## src/rtl/iot_riscv_dbgctrl.sv

```systemverilog
// iot_riscv_dbgctrl: bus-mapped debug controller (pause/step/resume FSM, breakpoint cfg, sticky status).
// Data breakpoints are built only when IOT_RISCV_DBGCTRL_DBP_EN is defined.
module iot_riscv_dbgctrl #(
  parameter int unsigned halt_timeout_p = 255
) (
  input  logic        main_clk_i,
  input  logic        main_rst_i,
  input  logic        bus_req_i,
  input  logic        bus_wr_i,
  input  logic [2:0]  bus_addr_i,
  input  logic [31:0] bus_wdata_i,
  output logic        bus_ack_o,
  output logic [31:0] bus_rdata_o,
  input  logic        debug_halt_i,
  input  logic        debug_halt_data_i,
  input  logic        debug_break_i,
  output logic        debug_pause_o,
  output logic        debug_step_o,
  output logic [31:0] bp0_cfg_o,
  output logic [31:0] bp1_cfg_o,
  output logic [31:0] dbp0_cfg_o,
  output logic [31:0] dbp1_cfg_o
);
  typedef enum logic [1:0] {RUN = 2'd0, PAUSING = 2'd1, HALTED = 2'd2, STEPPING = 2'd3} state_t;
  localparam logic [15:0] TO = 16'(halt_timeout_p);
  state_t      r_state, w_state_nxt;
  logic        r_ack, r_step, w_step_nxt;
  logic [31:0] r_rdata, w_rd;
  logic [15:0] r_cnt, w_cnt_inc, w_cnt_nxt;
  logic [4:1]  r_sticky, w_set, w_clr;
  logic [31:0] r_bp0, r_bp1, w_dbp0, w_dbp1;
  logic        w_halt_data, w_acc, w_wr, w_ctrl_wr, w_pause_cmd, w_step_cmd, w_resume_cmd;
  assign w_acc        = bus_req_i && !r_ack;
  assign w_wr         = w_acc && bus_wr_i;
  assign w_ctrl_wr    = w_wr && bus_addr_i == 3'd0;
  assign w_pause_cmd  = w_ctrl_wr && bus_wdata_i[0];
  assign w_step_cmd   = w_ctrl_wr && bus_wdata_i[1];
  assign w_resume_cmd = w_ctrl_wr && bus_wdata_i[2];
  assign w_clr        = (w_wr && bus_addr_i == 3'd1) ? bus_wdata_i[4:1] : 4'b0;
`ifdef IOT_RISCV_DBGCTRL_DBP_EN
  logic [31:0] r_dbp0, r_dbp1;
  always_ff @(posedge main_clk_i) begin
    if (main_rst_i) begin
      r_dbp0 <= '0;
      r_dbp1 <= '0;
    end else begin
      if (w_wr && bus_addr_i == 3'd4) r_dbp0 <= bus_wdata_i;
      if (w_wr && bus_addr_i == 3'd5) r_dbp1 <= bus_wdata_i;
    end
  end
  assign w_dbp0      = r_dbp0;
  assign w_dbp1      = r_dbp1;
  assign w_halt_data = debug_halt_data_i;
`else
  logic w_unused;
  assign w_unused    = debug_halt_data_i;
  assign w_dbp0      = '0;
  assign w_dbp1      = '0;
  assign w_halt_data = 1'b0;
`endif
  assign w_cnt_inc = (r_cnt == TO) ? r_cnt : r_cnt + 16'd1;
  // Breakpoint halts outrank pause/ebreak in RUN; resume outranks step in HALTED.
  always_comb begin
    w_state_nxt = r_state;
    w_set       = '0;
    case (r_state)
      RUN: begin
        w_set       = {1'b0, debug_break_i, w_halt_data, debug_halt_i};
        w_state_nxt = (debug_halt_i || w_halt_data) ? HALTED :
                      (w_pause_cmd || debug_break_i) ? PAUSING : RUN;
      end
      PAUSING: begin
        w_state_nxt = (debug_halt_i || w_halt_data) ? HALTED : PAUSING;
        w_set[4]    = !(debug_halt_i || w_halt_data) && w_cnt_inc == TO;
      end
      HALTED:   w_state_nxt = w_resume_cmd ? RUN : w_step_cmd ? STEPPING : HALTED;
      STEPPING: w_state_nxt = (!r_step && debug_halt_i) ? HALTED : STEPPING;
    endcase
  end
  assign w_step_nxt = r_state == HALTED && w_state_nxt != HALTED;
  assign w_cnt_nxt  = (r_state == PAUSING && w_state_nxt == PAUSING) ? w_cnt_inc : 16'd0;
  always_comb begin
    w_rd = bus_addr_i == 3'd0 ? {30'b0, r_state} :
           bus_addr_i == 3'd1 ? {27'b0, r_sticky, r_state == HALTED} :
           bus_addr_i == 3'd2 ? r_bp0 :
           bus_addr_i == 3'd3 ? r_bp1 :
           bus_addr_i == 3'd4 ? w_dbp0 :
           bus_addr_i == 3'd5 ? w_dbp1 : 32'b0;
  end
  always_ff @(posedge main_clk_i) begin
    if (main_rst_i) begin
      r_state  <= RUN;
      r_ack    <= 1'b0;
      r_rdata  <= '0;
      r_step   <= 1'b0;
      r_cnt    <= '0;
      r_sticky <= '0;
      r_bp0    <= '0;
      r_bp1    <= '0;
    end else begin
      r_state  <= w_state_nxt;
      r_ack    <= w_acc;
      r_rdata  <= (w_acc && !bus_wr_i) ? w_rd : 32'b0;
      r_step   <= w_step_nxt;
      r_cnt    <= w_cnt_nxt;
      r_sticky <= (r_sticky & ~w_clr) | w_set;
      if (w_wr && bus_addr_i == 3'd2) r_bp0 <= bus_wdata_i;
      if (w_wr && bus_addr_i == 3'd3) r_bp1 <= bus_wdata_i;
    end
  end
  assign bus_ack_o     = r_ack;
  assign bus_rdata_o   = r_rdata;
  assign debug_pause_o = r_state != RUN;
  assign debug_step_o  = r_step;
  assign bp0_cfg_o     = r_bp0;
  assign bp1_cfg_o     = r_bp1;
  assign dbp0_cfg_o    = w_dbp0;
  assign dbp1_cfg_o    = w_dbp1;
endmodule
```

## config.mk

```make
export PLATFORM = sky130hd
export DESIGN_NAME = iot_riscv_dbgctrl
export DESIGN_NICKNAME = d
export VERILOG_FILES = /design/src/rtl/iot_riscv_dbgctrl.sv
export SDC_FILE = /design/constraint.sdc
export NUM_CORES = 1
export LEC_CHECK = 0
export BUFFER_PORTS_ARGS = -buffer_cell sky130_fd_sc_hd__buf_2
export CORE_AREA = 3 3 86 129
export DETAILED_ROUTE_END_ITERATION = 10
export DIE_AREA = 0 0 89 132
export GPL_TIMING_DRIVEN = 0
export PLACE_DENSITY = 0.83
export SKIP_LAST_GASP = 1
export SLEW_MARGIN = 20
export SYNTH_ARGS = -nofsm -noshare
export SYNTH_HDL_FRONTEND = slang
export SYNTH_SLANG_ARGS = --single-unit
```

## constraint.sdc

```tcl
create_clock -name main_clk_i -period 5.5 [get_ports main_clk_i]
set_input_delay 0 -clock main_clk_i [delete_from_list [all_inputs] [get_ports main_clk_i]]
set_output_delay 0 -clock main_clk_i [all_outputs]
set_load 0.005 [all_outputs]
```

# Word level (Yosys, flattened, before mapping)
# Index checks and enable logic that the tools add are counted.
# W data, S select, Z words.
# totals
ff_bits	120
# op_classes
addsub	1
eq_ne	10
n_mux	15
bitwise_logic	5
reduce_logical	26
# op_table
operator	count
$mux W32	2
$eq A16 B8 Y1 const B	2
$add A16 B1 Y16 const B	1
$mux W16	1
$logic_and A1 B1 Y1	14
$mux W2	4
$pmux W2 S4	1
$eq A3 B2 Y1 const B	2
$mux W5	1
$and A4 B4 Y4	1
$eq A2 B1 Y1 const B	2
$eq A2 B2 Y1 const B	2
$logic_not A1 Y1	4
$mux W1	4
$mux W4	1
$not A4 Y4	1
$or A4 B4 Y4	1
$reduce_or A2 Y1	2
$reduce_or A4 Y1	1
$eq A3 B1 Y1 const B	1
$logic_not A3 Y1	1
$mux W3	1
$reduce_or A3 Y1	1
$logic_not A2 Y1	1
other kinds (4)	5

# Depth between registers and ports, before layout
# logic_depth
ltp_word	13
mapped_depth	8

# Worst setup path before layout
# Ideal clock, no wire load.
# synth_path
path_type	reg-to-reg
startpoint	register r_cnt[1]
endpoint	register r_sticky[4] (netlist bit)
setup_time_ns	0.084
arrival_ns	1.680
setup_slack_ns	3.736
stages_incl_launch_ff	8
path_buffers	1
path_cell_list	dfxtp_1 ha_1 and3_1 buf_4 nand2_1 nand3_2 o32a_1 o31ai_2
# synth_between
elab_chain_len	6
# synth_rtl
item	line	source
start, declared	29	logic [15:0] r_cnt, w_cnt_inc, w_cnt_nxt;
start signal, assigned	105	r_cnt <= w_cnt_nxt;
$add A16 B1 Y16 or $eq A16 B8 Y1 (tied branches)	61	assign w_cnt_inc = (r_cnt == TO) ? r_cnt : r_cnt + 16'd1;
$mux W16 (*)	61	
$eq A16 B8 Y1 (*)	74	w_set[4] = !(debug_halt_i || w_halt_data) && w_cnt_inc == TO;
$logic_and A1 B1 Y1 (*)	74	
$mux W1 (*)	66	case (r_state)
$or A4 B4 Y4 (*)	106	r_sticky <= (r_sticky & ~w_clr) | w_set;
end signal, assigned	106	
end, declared	30	logic [4:1] r_sticky, w_set, w_clr;
# Mark *: on every way between the ends. The rest lies on a longest branch, timed or not.
# A chain may end at the register's enable or synchronous reset.

# Worst setup path after layout
# Same ends and word-level chain as after synthesis.

==> flow_results.org <==
** Outcome
- The run finished with clean final reports.

** Routing
- Routed signal wires occupy layers up through met4.
- Wire segments on met2 add up to 8274 microns in the final route.
- The first TritonRoute pass finished after 5 iterations.
- Once detail routing completed, the nets flagged for antenna violations numbered 0.
- Mean number of vias per cell :: 5.162
- After detailed routing, the wire length on met1 is 5255 microns.
- Number of remaining DRC errors :: 0
- Routed wire per std cell :: 15.32 microns
- Overall via count from detail_route :: 5203
- Final wirelength :: 15440 microns
- Amount of wire on met3 after detailed routing :: ~1300 microns
- For this block, the initial DRC count from the detailed router was around 300.

** Synthesis
- Share of synthesized registers carrying an async set or reset :: 0%
- Most frequently used cell type in the post-synthesis netlist :: sky130_fd_sc_hd__nand2_1
- Distinct cells, synth :: 51
- Synth Warn # :: 0
- Library cell with the largest summed area after synthesis :: sky130_fd_sc_hd__dfxtp_1
- Synthesis produced approximately 620 cells.
- Sequential-to-total area share from yosys stat :: between 40% and 50%
- Netlist area before placement :: 5219 sq um
- In the post-synthesis netlist, the biggest area contributors are sky130_fd_sc_hd__dfxtp_1, sky130_fd_sc_hd__nand2_1, sky130_fd_sc_hd__buf_4, sky130_fd_sc_hd__a21oi_1, sky130_fd_sc_hd__a22oi_1.
- Among all flip-flop cells after synthesis, the most frequent one is sky130_fd_sc_hd__dfxtp_1.
- Count of flip-flops with a built-in enable after synthesis :: 0
- By count the netlist is led by sky130_fd_sc_hd__nand2_1, sky130_fd_sc_hd__dfxtp_1, sky130_fd_sc_hd__a21oi_1, sky130_fd_sc_hd__buf_4, sky130_fd_sc_hd__nor2_1.
- In this run the biggest area consumer among cell types represents 46.03% of the synthesized area.
- Averaged over all synthesized cells, the footprint is 8.363 sq um.
- Counting flops and latches in the post-synthesis netlist gives 120.

** Final layout
- The repair_antennas step left the layout with diodes totalling 0.
- Area overhead of the layout relative to synthesis :: 38.43%
- The post-route netlist has 30.30% of its cells at a drive strength greater than 1.
- At the end of the flow, the number of nets in the layout was 922.

** STA
- Part of the cycle the worst path needs :: 37.19%
- Largest clock skew in the final design :: 6.938 ps
- For the pin with the worst max-slew slack, the measured transition is 731.9 ps.
- Count of final hold-check violations :: 0
- Setup repair after global routing left no endpoint under its margin.
- Total setup violations reported at the end of the flow :: 0
- Number of max-slew violations in the final report :: 0
- Worst hold slack :: 47.59 ps
- Minimum clock period after layout :: 2045 ps
- Based on the critical path, the design can be clocked at up to 488.9 MHz.
- Setup total negative slack on the finished layout was measured at 0 ps.
- Max transition margin :: approximately half

** Critical path
- On the critical path, the stage with the largest delay is an instance of sky130_fd_sc_hd__dfxtp_1.
- Worst EP arrival :: 2380 ps
- Crit Path Max Fanout :: 9
- Data on the critical path is required at its endpoint by ~6000 ps.
- STA classifies the critical path startpoint as a register.
- Critical-path cell list :: ha_1 > and3_1 > buf_4 > nand4_1 > o32a_1 > o31ai_2
- The largest single stage delay on the critical path is 440 ps.
- CP delay by family, top :: compound AO/OA/AOI/OAI gates
- The number of buffers and inverters on the critical path is 1.
- The critical path in this run is classified as reg -> reg.
- Endpoint kind of the worst setup timing path :: register

** Clock network
- Buffers inserted during clock tree synthesis total 17.
- The root buffer cell chosen for the clock tree is sky130_fd_sc_hd__clkbuf_16.
- Clock transition at path regs :: 60 ps
- In this run, post-CTS repair resized a total of 0 instances.
- TritonCTS built the clock tree.
- Clock Latency Late Sink :: 420 ps
- Deepest level of the CTS H-tree :: 4
- Post-CTS timing repair inserted 0 buffers for setup.
- Clock sink count :: 120
- Number of hold buffers added after CTS :: 36
- The clock passes through at most 2 buffers.

** Placed design
- Buffers placed on the I/O ports in this run total approximately 140.
- The congestion estimate from routability-driven global placement came to around 0.88.
- DP Wirelength :: 10540 microns

** Job
- Max-cap violations :: 0

** Global route
- Via count of the first global-routing pass :: between 5000 and 6000
- Total routing resource utilization after global routing :: a little over a quarter
- Residual overflow from global routing :: 0
- Number of antenna violations at the first check in global routing :: 0
- Maximum number of pins on one net before global-route repair :: 17
- Global-route wire length before repair :: 24070 microns

** Floorplanning
- Num rows :: 45
- Measured along the x axis, the die boundary spans 89 microns.
- The floorplan step defined a die boundary enclosing 11750 sq um.
- The initial utilization of the core area, before any placement, comes to 51.78%.
- Die height :: 132 microns
- 205 I/O pins were placed.
- The core region is 10080 sq um.

** Power and ir drop
- VDD sags by at most 233.0 uV.
- In this run the power density over the cells is 292.0 nW/um^2.
- Leak pwr :: 3.267 nW

** Min path
- In this run the worst hold path is classified as in -> reg.
==> metal layers <==
metal	GRT usage, %	vias to the layer above
met1	25.34	2393
met2	48.14	277
li1	-	2472
met4	13.49	0
met5	0	-
met3	6.879	61
==> worst reg2reg max path, cell delays in order (launching register included) <==
cell and delay, ps:
sky130_fd_sc_hd__dfxtp_1 440, sky130_fd_sc_hd__ha_1 320, sky130_fd_sc_hd__and3_1 180, sky130_fd_sc_hd__buf_4 160, sky130_fd_sc_hd__nand4_1 310, sky130_fd_sc_hd__o32a_1 320, sky130_fd_sc_hd__o31ai_2 230
==> power breakdown <==
group          leakage (nW)  switching (W)  total [W]  internal (W)
registers             0.968     0.00000709   0.000885      0.000878
logic                  2.02      0.0000728   0.000148     0.0000748
clock network         0.279       0.000411    0.00108      0.000666
==> registers in the layout, indices dropped and copies added, names as in the netlist <==
signal,count
r_state,2
bp0_cfg_o,32
bus_ack_o,1
bp1_cfg_o,32
r_sticky,4
debug_step_o,1
bus_rdata_o,32
r_cnt,16
==> worst paths after layout <==
check | cells past startpoint | end | startpoint | slack [ps]
max | 6 | r_sticky[4]$_SDFF_PP0_ | r_cnt[1]$_SDFF_PP0_ | 3450
min reg2reg | 2 | r_sticky[2]$_SDFF_PP0_ | r_sticky[2]$_SDFF_PP0_ | 460
min | 3 | bus_rdata_o[0]$_SDFF_PP0_ | bus_addr_i[2] | 50
max reg2reg | 6 | r_sticky[4]$_SDFF_PP0_ | r_cnt[1]$_SDFF_PP0_ | 3450
==> through the flow <==
step | worst slack [ps] | total power (W) | instance area, sq um | utilization (%) | std cells
floorplan | 3736 | 0.0009829 | 5455 | - | 687
global placement | 3506 | 0.001023 | 6287 | 62.38 | 941
detailed placement | 3519 | 0.001024 | 6287 | 62.38 | 941
CTS | 3490 | 0.002102 | 7224 | 71.68 | 1008
global route | 3309 | 0.002167 | 7224 | 71.68 | 1008
finish | 3455 | 0.002110 | 7224 | 71.68 | 1008
==> layout by cell type, fill, tap and decap left out, drive strengths merged, types with 3 or more instances in the layout <==
| cell type | synthesis | layout |
|---|---|---|
| nor3 | 5 | 5 |
| a31oi | 5 | 5 |
| o21ai | 4 | 4 |
| and3 | 4 | 4 |
| dfxtp | 120 | 120 |
| conb | 1 | 64 |
| nor2 | 52 | 52 |
| nand3 | 9 | 9 |
| clkbuf | 19 | 36 |
| nand4 | 7 | 7 |
| clkinv | 0 | 8 |
| nor3b | 4 | 4 |
| nand2b | 3 | 3 |
| xor2 | 5 | 5 |
| a22oi | 33 | 33 |
| and4 | 3 | 3 |
| nand2 | 141 | 141 |
| xnor2 | 8 | 8 |
| buf | 90 | 227 |
| a21oi | 69 | 69 |
| inv | 5 | 7 |
| nor4 | 3 | 3 |
| nor2b | 3 | 3 |
| dlygate4sd3 | 0 | 36 |
| and2 | 4 | 4 |
| mux2 | 3 | 3 |
==> cells by family after synthesis <==
family / count (synthesis) / share of synthesized area [%]
simple gates: 245 / 20.98
compound gates: 123 / 14.43
flops: 120 / 46.03
buf+inv: 114 / 14.17
xor+xnor: 13 / 2.182
mux: 7 / 1.894
fa+ha+maj: 1 / 0.2397
other cells: 1 / 0.07186
==> layout make-up <==
| class | instances | area (sq um) |
|---|---|---|
| buffer | 109 | 720.7 |
| tap | 117 | 146.4 |
| clock inverter | 14 | 151.4 |
| inverter | 5 | 18.77 |
| fill | 705 | 2854 |
| timing repair buffer | 173 | 1046 |
| clock buffer | 17 | 425.4 |
| multi-input combinational | 453 | 2313 |
| sequential | 120 | 2402 |
Note: power is estimated with default switching activity, not from simulation.
